--- config.mk ---
export PLATFORM = sky130hd
export DESIGN_NAME = nbody_step_ctrl
export DESIGN_NICKNAME = d
export VERILOG_FILES = /design/src/rtl/nbody_pkg.sv /design/src/rtl/nbody_pair_gen.sv /design/src/rtl/nbody_step_ctrl.sv
export SDC_FILE = /design/constraint.sdc
export NUM_CORES = 1
export LEC_CHECK = 0
export CORE_MARGIN = 1.5
export CORE_UTILIZATION = 40
export CTS_CLUSTER_DIAMETER = 80
export DETAILED_ROUTE_END_ITERATION = 12
export PLACE_DENSITY = 0.72
export SYNTH_ARGS = -nofsm -noshare
export SYNTH_HDL_FRONTEND = slang
export SYNTH_SLANG_ARGS = --single-unit
--- constraint.sdc ---
create_clock -name clk -period 8.25 [get_ports clk]
set_clock_uncertainty 0.1 [all_clocks]
set_input_delay 0.825 -clock clk [delete_from_list [all_inputs] [get_ports clk]]
set_output_delay 0.825 -clock clk [all_outputs]
set_load 0.005 [all_outputs]
--- src/rtl/nbody_pkg.sv ---
// Shared defaults and controller state encoding for the n-body timestep sequencer.
package nbody_pkg;

  localparam int BODIES_DEF = 512;
  localparam int IDX_W_DEF  = $clog2(BODIES_DEF);
  localparam int STEP_W_DEF = 32;

  typedef enum logic [2:0] {
    S_IDLE,
    S_ACCEL,
    S_ACC_WAIT,
    S_LEAP,
    S_LF_WAIT,
    S_STEP,
    S_FIN
  } ctrl_state_t;

endpackage

--- src/rtl/nbody_pair_gen.sv ---
// Walks (i, j) over all ordered body pairs with j != i; advances once per accepted transfer.
module nbody_pair_gen
  import nbody_pkg::*;
#(
  parameter int IDX_W = IDX_W_DEF
) (
  input  logic             clk,
  input  logic             rst,
  input  logic             clear,
  input  logic             advance,
  input  logic [IDX_W:0]   n,
  output logic [IDX_W-1:0] i,
  output logic [IDX_W-1:0] j,
  output logic             last,
  output logic             pair_final
);

  localparam logic [IDX_W:0]   N_ONE   = (IDX_W+1)'(1);
  localparam logic [IDX_W:0]   N_TWO   = (IDX_W+1)'(2);
  localparam logic [IDX_W-1:0] IDX_ONE = IDX_W'(1);
  localparam logic [IDX_W-1:0] IDX_TWO = IDX_W'(2);

  logic [IDX_W:0]   n_m1;
  logic [IDX_W:0]   n_m2;
  logic             last_i;
  logic [IDX_W-1:0] j_inc;

  assign n_m1   = n - N_ONE;
  assign n_m2   = n - N_TWO;
  assign last_i = ({1'b0, i} == n_m1);
  // The last target body has no j = N-1 partner after skipping itself, so it ends one early.
  assign last       = last_i ? ({1'b0, j} == n_m2) : ({1'b0, j} == n_m1);
  assign pair_final = last_i & last;
  assign j_inc      = j + IDX_ONE;

  always_ff @(posedge clk) begin
    if (!rst) begin
      i <= '0;
      j <= '0;
    end else if (clear) begin
      i <= '0;
      j <= IDX_ONE;
    end else if (advance) begin
      if (last) begin
        if (!last_i) begin
          i <= i + IDX_ONE;
          j <= '0;
        end
      end else if (j_inc == i) begin
        j <= j + IDX_TWO;
      end else begin
        j <= j_inc;
      end
    end
  end

endmodule

--- src/rtl/nbody_step_ctrl.sv ---
// Timestep sequencer: issues all acceleration pairs, waits for completions, then leapfrog updates.
//   state    | meaning
//   IDLE     | waiting for start
//   ACCEL    | issuing (i, j) pairs to the acceleration unit
//   ACC_WAIT | waiting for N acc_done pulses
//   LEAP     | issuing body indices to the leapfrog unit
//   LF_WAIT  | waiting for N lf_done pulses
//   STEP     | bump step_count, loop or finish
//   FIN      | one-cycle done pulse
module nbody_step_ctrl
  import nbody_pkg::*;
#(
  parameter int BODIES = BODIES_DEF,
  parameter int IDX_W  = $clog2(BODIES),
  parameter int STEP_W = STEP_W_DEF
) (
  input  logic              clk,
  input  logic              rst,
  input  logic              start,
  input  logic              abort,
  input  logic [IDX_W:0]    num_bodies,
  input  logic [STEP_W-1:0] n_steps,
  output logic              busy,
  output logic              done,
  output logic [STEP_W-1:0] step_count,
  output logic              acc_valid,
  input  logic              acc_ready,
  output logic [IDX_W-1:0]  acc_i,
  output logic [IDX_W-1:0]  acc_j,
  output logic              acc_last,
  input  logic              acc_done,
  output logic              lf_valid,
  input  logic              lf_ready,
  output logic [IDX_W-1:0]  lf_idx,
  input  logic              lf_done
);

  localparam logic [IDX_W:0]    N_ONE    = (IDX_W+1)'(1);
  localparam logic [IDX_W:0]    N_TWO    = (IDX_W+1)'(2);
  localparam logic [IDX_W-1:0]  IDX_ONE  = IDX_W'(1);
  localparam logic [STEP_W-1:0] STEP_ONE = STEP_W'(1);

  ctrl_state_t       state;
  ctrl_state_t       state_next;
  logic [IDX_W:0]    n_q;
  logic [STEP_W-1:0] steps_q;
  logic [IDX_W:0]    acc_rem;
  logic [IDX_W:0]    lf_rem;
  logic [STEP_W-1:0] step_inc;
  logic              start_ok;
  logic              acc_xfer;
  logic              lf_xfer;
  logic              lf_last;
  logic              pg_clear;
  logic              pg_last;
  logic              pg_final;

  assign acc_valid = (state == S_ACCEL);
  assign lf_valid  = (state == S_LEAP);
  assign done      = (state == S_FIN);
  assign busy      = (state != S_IDLE) && (state != S_FIN);
  assign acc_last  = acc_valid & pg_last;

  assign acc_xfer = acc_valid & acc_ready;
  assign lf_xfer  = lf_valid & lf_ready;
  assign lf_last  = ({1'b0, lf_idx} == (n_q - N_ONE));
  assign step_inc = step_count + STEP_ONE;
  assign start_ok = (num_bodies >= N_TWO) && (n_steps != '0);

  nbody_pair_gen #(
    .IDX_W(IDX_W)
  ) u_pair_gen (
    .clk       (clk),
    .rst       (rst),
    .clear     (pg_clear),
    .advance   (acc_xfer),
    .n         (n_q),
    .i         (acc_i),
    .j         (acc_j),
    .last      (pg_last),
    .pair_final(pg_final)
  );

  always_comb begin
    state_next = state;
    pg_clear   = 1'b0;
    case (state)
      S_IDLE: begin
        if (start) begin
          state_next = start_ok ? S_ACCEL : S_FIN;
          pg_clear   = 1'b1;
        end
      end
      // Abort drops valid next cycle; a transfer already accepted this cycle still counts.
      S_ACCEL: begin
        if (abort)                    state_next = S_FIN;
        else if (acc_xfer && pg_final) state_next = S_ACC_WAIT;
      end
      S_ACC_WAIT: begin
        if (abort)              state_next = S_FIN;
        else if (acc_rem == '0) state_next = S_LEAP;
      end
      S_LEAP: begin
        if (abort)                  state_next = S_FIN;
        else if (lf_xfer && lf_last) state_next = S_LF_WAIT;
      end
      S_LF_WAIT: begin
        if (abort)             state_next = S_FIN;
        else if (lf_rem == '0) state_next = S_STEP;
      end
      S_STEP: begin
        pg_clear   = 1'b1;
        state_next = (step_inc == steps_q) ? S_FIN : S_ACCEL;
      end
      S_FIN:   state_next = S_IDLE;
      default: state_next = S_IDLE;
    endcase
  end

  always_ff @(posedge clk) begin
    if (!rst) begin
      state      <= S_IDLE;
      n_q        <= '0;
      steps_q    <= '0;
      step_count <= '0;
      lf_idx     <= '0;
      acc_rem    <= '0;
      lf_rem     <= '0;
    end else begin
      state <= state_next;
      if (state == S_IDLE && start) begin
        n_q        <= num_bodies;
        steps_q    <= n_steps;
        step_count <= '0;
        lf_idx     <= '0;
        acc_rem    <= start_ok ? num_bodies : '0;
        lf_rem     <= start_ok ? num_bodies : '0;
      end else if (state == S_STEP) begin
        step_count <= step_inc;
        lf_idx     <= '0;
        acc_rem    <= n_q;
        lf_rem     <= n_q;
      end else begin
        if (lf_xfer && !lf_last) lf_idx <= lf_idx + IDX_ONE;
        // Remaining-completion down-counters stop at zero, so surplus pulses are dropped.
        if (busy && acc_done && acc_rem != '0) acc_rem <= acc_rem - N_ONE;
        if (busy && lf_done && lf_rem != '0)   lf_rem  <= lf_rem - N_ONE;
      end
    end
  end

endmodule

==> results of run 1 <==
==> metal layers <==
metal | vias up | part of all wire, % | routed length, µm
met4 | 0 | 1.5 | 350
met3 | 25 | 6.0 | 1410
li1 | 3880 | - | -
met1 | 3647 | 46 | 10900
met2 | 236 | 46 | 10800
met5 | - | 0 | 0
==> cells in the mapped netlist, types with 22 or more instances <==
cell type    n  area, µm²
nand2_1    154        578
nor3_1      25        125
a21boi_0    45        338
xnor2_1     69        604
nor2_1      84        315
inv_1       28        105
nand4_1     22        138
nand3_1     34        170
o21ai_0     68        340
xor2_1      51        447
clkbuf_1    52        195
a21oi_1     57        285
dfxtp_1    124       2480
==> state kept, by name, summed over array words and instances (netlist names) <==
register,flops
n_q,10
u_pair_gen.i,9
lf_idx,9
acc_rem,10
state,3
steps_q,32
step_count,32
u_pair_gen.j,9
lf_rem,10
==> power breakdown <==
part,internal [W],switching (W)
clock network,0.000456,0.000321
registers,0.000689,0.000126
logic,0.000438,0.000619
==> logic make-up (layout without fill, tap and decap cells) <==
logic type	count (synthesis)	after routing	synth area share (%)
simple gates	437	437	26.9
compound gates	257	257	21.1
xor+xnor	124	124	14.2
flops	124	124	30.9
buf+inv	87	178	4.33
fa+ha+maj	9	9	1.40
mux	9	9	1.15
==> layout make-up <==
cell class              instances  area share (%)
clock buffers                  17            4.30
clock inverters                15            1.75
inverters                      28            1.06
multi-input cells             836            52.6
flip-flops and latches        124            25.1
well taps                     265            3.36
repair buffers                118            11.8
==> critical path, stage by stage, from the launching register on <==
cell	delay [ps]
dfxtp_1	480
inv_1	120
ha_1	220
nor3b_1	760
xor2_1	210
a2111oi_4	480
o211ai_2	220
nor2_4	200
xnor3_1	270
nor4_4	420
and3_1	240
clkdlybuf4s50_1	500
==> placed cells by master, fill, tap and decap left out, types with 19 or more instances in the layout <==
master,instances
xor2_1,51
inv_1,28
nor2_1,84
dfxtp_1,124
nor4_1,19
a21boi_0,45
o21ai_0,68
clkdlybuf4s50_1,112
nand2_1,154
nand4_1,22
nand3_1,34
xnor2_1,69
nor3_1,25
a21oi_1,57
==> metrics by stage <==
| step | setup WS (ps) | power (W) |
|---|---|---|
| final | 2770 | 0.00265 |
| after global placement | 3230 | 0.00186 |
| after CTS | 2790 | 0.00265 |
| after global routing | 2430 | 0.00282 |
| after floorplan | 4290 | 0.00160 |
| after detailed placement | 3250 | 0.00187 |
==> path summary, 6_finish.rpt <==
kind,endpoint,slack (ps)
min reg2reg,steps_q[5]$_SDFFE_PN0P_,380
min,steps_q[5]$_SDFFE_PN0P_,380
max reg2reg,state[0]$_SDFFE_PN0P_,3810
max,acc_last,2770
==> flow_metrics.py, run 1 <==
metrics = {
    "outcome": {
        "outcome": "completed",
    },
    "yosys": {
        "syn_nets": 1106,
        "synthFlopType": "dfxtp_1",
        "ys_seq_elements": 124,
        "synth_edf_count": 0,
        "syn-cell-area_um2": 8030,
        "syn_inst": 1047,
        "synth.distinct_cells": 73,
        "synth_warnings": 0,
        "syn_area_per_cell_um2": 7.67,
        "async_reset_ff_share_pct": 0,
        "synth-seq-area-share_pct": 30.9,
    },
    "detailed_routing": {
        "drt_iter0_drc": 595,
        "drc_errors": 0,
        "vias_per_cell": 5.55,
        "wire_per_inst_um": 16.7,
        "ant_nets": 0,
        "wirelength_um": 23400,
        "vias": 7788,
        "dr.pass1.iters": 5,
    },
    "worst_setup_path": {
        "ff2ff_path_depth": 12,
        "endpoint_kind": "primary output",
        "cp_data_required_time_ps": 7320,
        "cp_max_fo": 13,
        "reg2reg_from": "n_q[0]$_SDFFE_PN0P_",
        "critPathLaunch": "n_q[0]$_SDFFE_PN0P_",
        "arrival_ps": 4550,
        "critPathLaunchType": "register",
        "critical_path_class": "register to primary output",
    },
    "clocking": {
        "ctsResizeCount": 0,
        "insertion_delay_ps": 430,
        "clkTransAtPathRegs_ps": 60,
        "root_buffer": "clkbuf_16",
        "postCtsSetupRepairBufs": 0,
        "cts-buffers-inserted": 17,
        "clockBufferDepth": 2,
        "hold_buffers": 0,
        "cts_tree": "built",
        "h-tree-depth": 4,
        "cts_sinks": 124,
    },
    "power_and_ir_drop": {
        "vdd_drop_max_v": 0.000192,
        "leakage_nw": 3.48,
        "p_per_area_nw_per_um2": 268,
    },
    "placed_design": {
        "placed_cell_area_um2": 9280,
        "port_buffers": 113,
        "gp_routability_congestion": 0.883,
        "dp_hpwl_um": 16800,
        "dp_cells": 1371,
    },
    "sta": {
        "fin_crit_sh_pct": 66.4,
        "hold_viol_final": 0,
        "setup_viol": 0,
        "slew_viol_final": 0,
        "relSlewSlack_pct": 23.1,
        "period_needed_ps": 5480,
        "finalSetupTns_ps": 0,
        "max_freq_ghz": 0.183,
        "rsz0062_at_grt": "false",
        "tightest_slew_ps": 1150,
        "whs_ps": 376,
    },
    "grt": {
        "grt_pass1_wl_um": 36800,
        "grt_use_total_pct": 22.6,
        "grt_start_max_net_pins": 73,
        "busiest_layer": "met2",
        "met1_usage_pct": 30.1,
        "first_global_vias": 7046,
        "grt.met2_usage_pct": 36.9,
        "grt-ovfl-total": 0,
        "grtUsageMet3_pct": 5.07,
        "antenna_found_initial": 0,
    },
    "hold_path": {
        "min_path_cells": 2,
        "hold_path.class": "register to register",
        "min_from": "steps_q[5]$_SDFFE_PN0P_",
    },
    "layout": {
        "diodes": 0,
        "drive_above_1_share_pct": 5.10,
        "multiInputGateArea_um2": 5200,
        "syn_to_final_growth_pct": 23.1,
        "final_nets": 1184,
        "ff_latch_area_um2": 2480,
        "stdcell_area_um2": 9880,
        "finish.utilization_pct": 50.4,
        "stdcell_count": 1403,
        "fillCellCount": 1936,
    },
    "floorplanning": {
        "die_y_um": 145,
        "start_util_pct": 41.0,
        "ios": 114,
        "coreArea_um2": 19600,
        "die_x_um": 145,
        "die_area_um2": 20900,
        "num_rows": 51,
    },
    "flow_run": {
        "maxCapViolCount": 0,
    },
}
(Power assumes the default switching activity.)
==> run 2: changes to the inputs <==
Clock period 8.25 ns to 5.2 ns, I/O delays scaled along.
==> run 2 against run 1 <==
Combinational power rose by 60%. Critical path depth stayed put. Via count up 0.73%. Clock-buffer cell count up 2. Die area unchanged. Hold slack better by 4.0 ps. Cell area is 0.27% lower. Final cell count increased by 0.21%. Register-to-register slack worse by 2800 ps. First-iteration DRC count shrank 3.5%. Non-clock buffer count increased by 3. Sequential cell count stayed put. Largest cell class unchanged.
==> flow_metrics.py, run 2 (synthesis gave the netlist of run 1 again) <==
metrics = {
    "detailed_routing": {
        "dr.pass1.iters": 5,
        "vias": 7845,
        "drt_iter0_drc": 574,
        "wirelength_um": 23100,
        "vias_per_cell": 5.58,
        "drc_errors": 0,
        "ant_nets": 0,
        "wire_per_inst_um": 16.4,
    },
    "floorplanning": {
        "die_x_um": 145,
        "num_rows": 51,
        "die_y_um": 145,
        "coreArea_um2": 19600,
        "die_area_um2": 20900,
        "ios": 114,
        "start_util_pct": 41.0,
    },
    "clocking": {
        "clkTransAtPathRegs_ps": 60,
        "cts-buffers-inserted": 17,
        "insertion_delay_ps": 430,
        "root_buffer": "clkbuf_16",
        "postCtsSetupRepairBufs": 0,
        "h-tree-depth": 4,
        "cts_tree": "built",
        "cts_sinks": 124,
        "clockBufferDepth": 2,
        "hold_buffers": 0,
        "ctsResizeCount": 0,
    },
    "sta": {
        "finalSetupTns_ps": 0,
        "tightest_slew_ps": 1080,
        "fin_crit_sh_pct": 93.5,
        "slew_viol_final": 0,
        "hold_viol_final": 0,
        "setup_viol": 0,
        "rsz0062_at_grt": "false",
        "whs_ps": 380,
        "period_needed_ps": 4860,
        "relSlewSlack_pct": 27.5,
        "max_freq_ghz": 0.206,
    },
    "worst_setup_path": {
        "critPathLaunchType": "register",
        "critical_path_class": "register to primary output",
        "arrival_ps": 4240,
        "rrSetupSlack_ps": 970,
        "cp_max_fo": 7,
        "cp_data_required_time_ps": 4580,
        "endpoint_kind": "primary output",
    },
    "layout": {
        "finish.utilization_pct": 50.3,
        "syn_to_final_growth_pct": 22.8,
        "drive_above_1_share_pct": 5.26,
        "diodes": 0,
        "layout_commonest_cell": "nand2_1",
        "stdcell_area_um2": 9860,
        "layout_common_cells": "nand2_1, dfxtp_1, clkdlybuf4s50_1",
        "top_regs": "step_count x32, steps_q x32",
        "final_nets": 1187,
    },
    "grt": {
        "first_global_vias": 7163,
        "grt_use_total_pct": 22.9,
        "grt_pass1_wl_um": 37400,
        "antenna_found_initial": 0,
        "grt_start_max_net_pins": 51,
        "grt-ovfl-total": 0,
    },
    "power_and_ir_drop": {
        "seqPwrFrac_pct": 31.3,
        "p_sw_share_pct": 41.1,
        "vdd_drop_max_v": 0.000238,
        "p_sw_w": 0.00169,
        "p_int_w": 0.00242,
        "clockPowerShare_pct": 27.3,
        "p_per_area_nw_per_um2": 417,
        "combPwrFrac_pct": 41.4,
        "finalPower_w": 0.00411,
        "leakage_nw": 3.46,
    },
    "placed_design": {
        "gp_routability_congestion": 0.877,
        "placed_cell_area_um2": 9310,
        "port_buffers": 113,
        "dp_hpwl_um": 16600,
    },
    "flow_run": {
        "maxCapViolCount": 0,
    },
    "outcome": {
        "outcome": "completed",
    },
    "hold_path": {
        "hold_path.class": "register to register",
    },
}
## run 2: worst max-delay path, stage by stage (launching register included)
cell             delay, ps
dfxtp_1                380
inv_1                  130
ha_1                   230
nor3b_1                710
xor2_1                 210
a2111oi_4              500
o211ai_2               210
nor3_1                 260
nor3_1                  70
and4bb_1               410
and3_1                 210
clkdlybuf4s50_1        500
## run 2: worst paths after layout
path                                              start                      end  cells past startpoint
worst max-delay path                n_q[1]$_SDFFE_PN0P_                 acc_last                     11
worst min-delay path            steps_q[7]$_SDFFE_PN0P_  steps_q[7]$_SDFFE_PN0P_                      2
worst min register to register  steps_q[7]$_SDFFE_PN0P_  steps_q[7]$_SDFFE_PN0P_                      2
worst max register to register      n_q[1]$_SDFFE_PN0P_    state[0]$_SDFFE_PN0P_                     13
## run 2: cell type report
cell class	count	area (µm²)
fillers	1842	9730
multi-input cells	836	5200
flip-flops and latches	124	2480
repair buffers	121	1190
clock buffers	19	443
well taps	265	332
clock inverters	13	106
inverters	28	105
## run 2: power by group through the flow
stage | clock (W) | combinational (W) | sequential (W)
5_1_grt | 0.00117 | 0.00189 | 0.00131
3_5_place_dp | 0 | 0.00167 | 0.00130
6_report | 0.00112 | 0.00170 | 0.00129
2_1_floorplan | 0 | 0.00133 | 0.00121
4_1_cts | 0.00113 | 0.00168 | 0.00128
3_3_place_gp | 0 | 0.00165 | 0.00130
## run 2: per-stage QoR
stage                     setup WS (ps)  std cells
after detailed placement            849       1374
after floorplan                    1440       1047
after CTS                           386       1406
after global routing               71.1       1406
final                               336       1406
after global placement              891       1374
## run 2: per-layer routing
layer | global-route usage [%] | up-vias | part of all wire (%)
met5 | 0 | - | 0
met4 | 7.76 | 0 | 2.2
met3 | 4.74 | 40 | 6.0
met2 | 36.1 | 254 | 45
met1 | 31.1 | 3656 | 47
li1 | - | 3895 | -
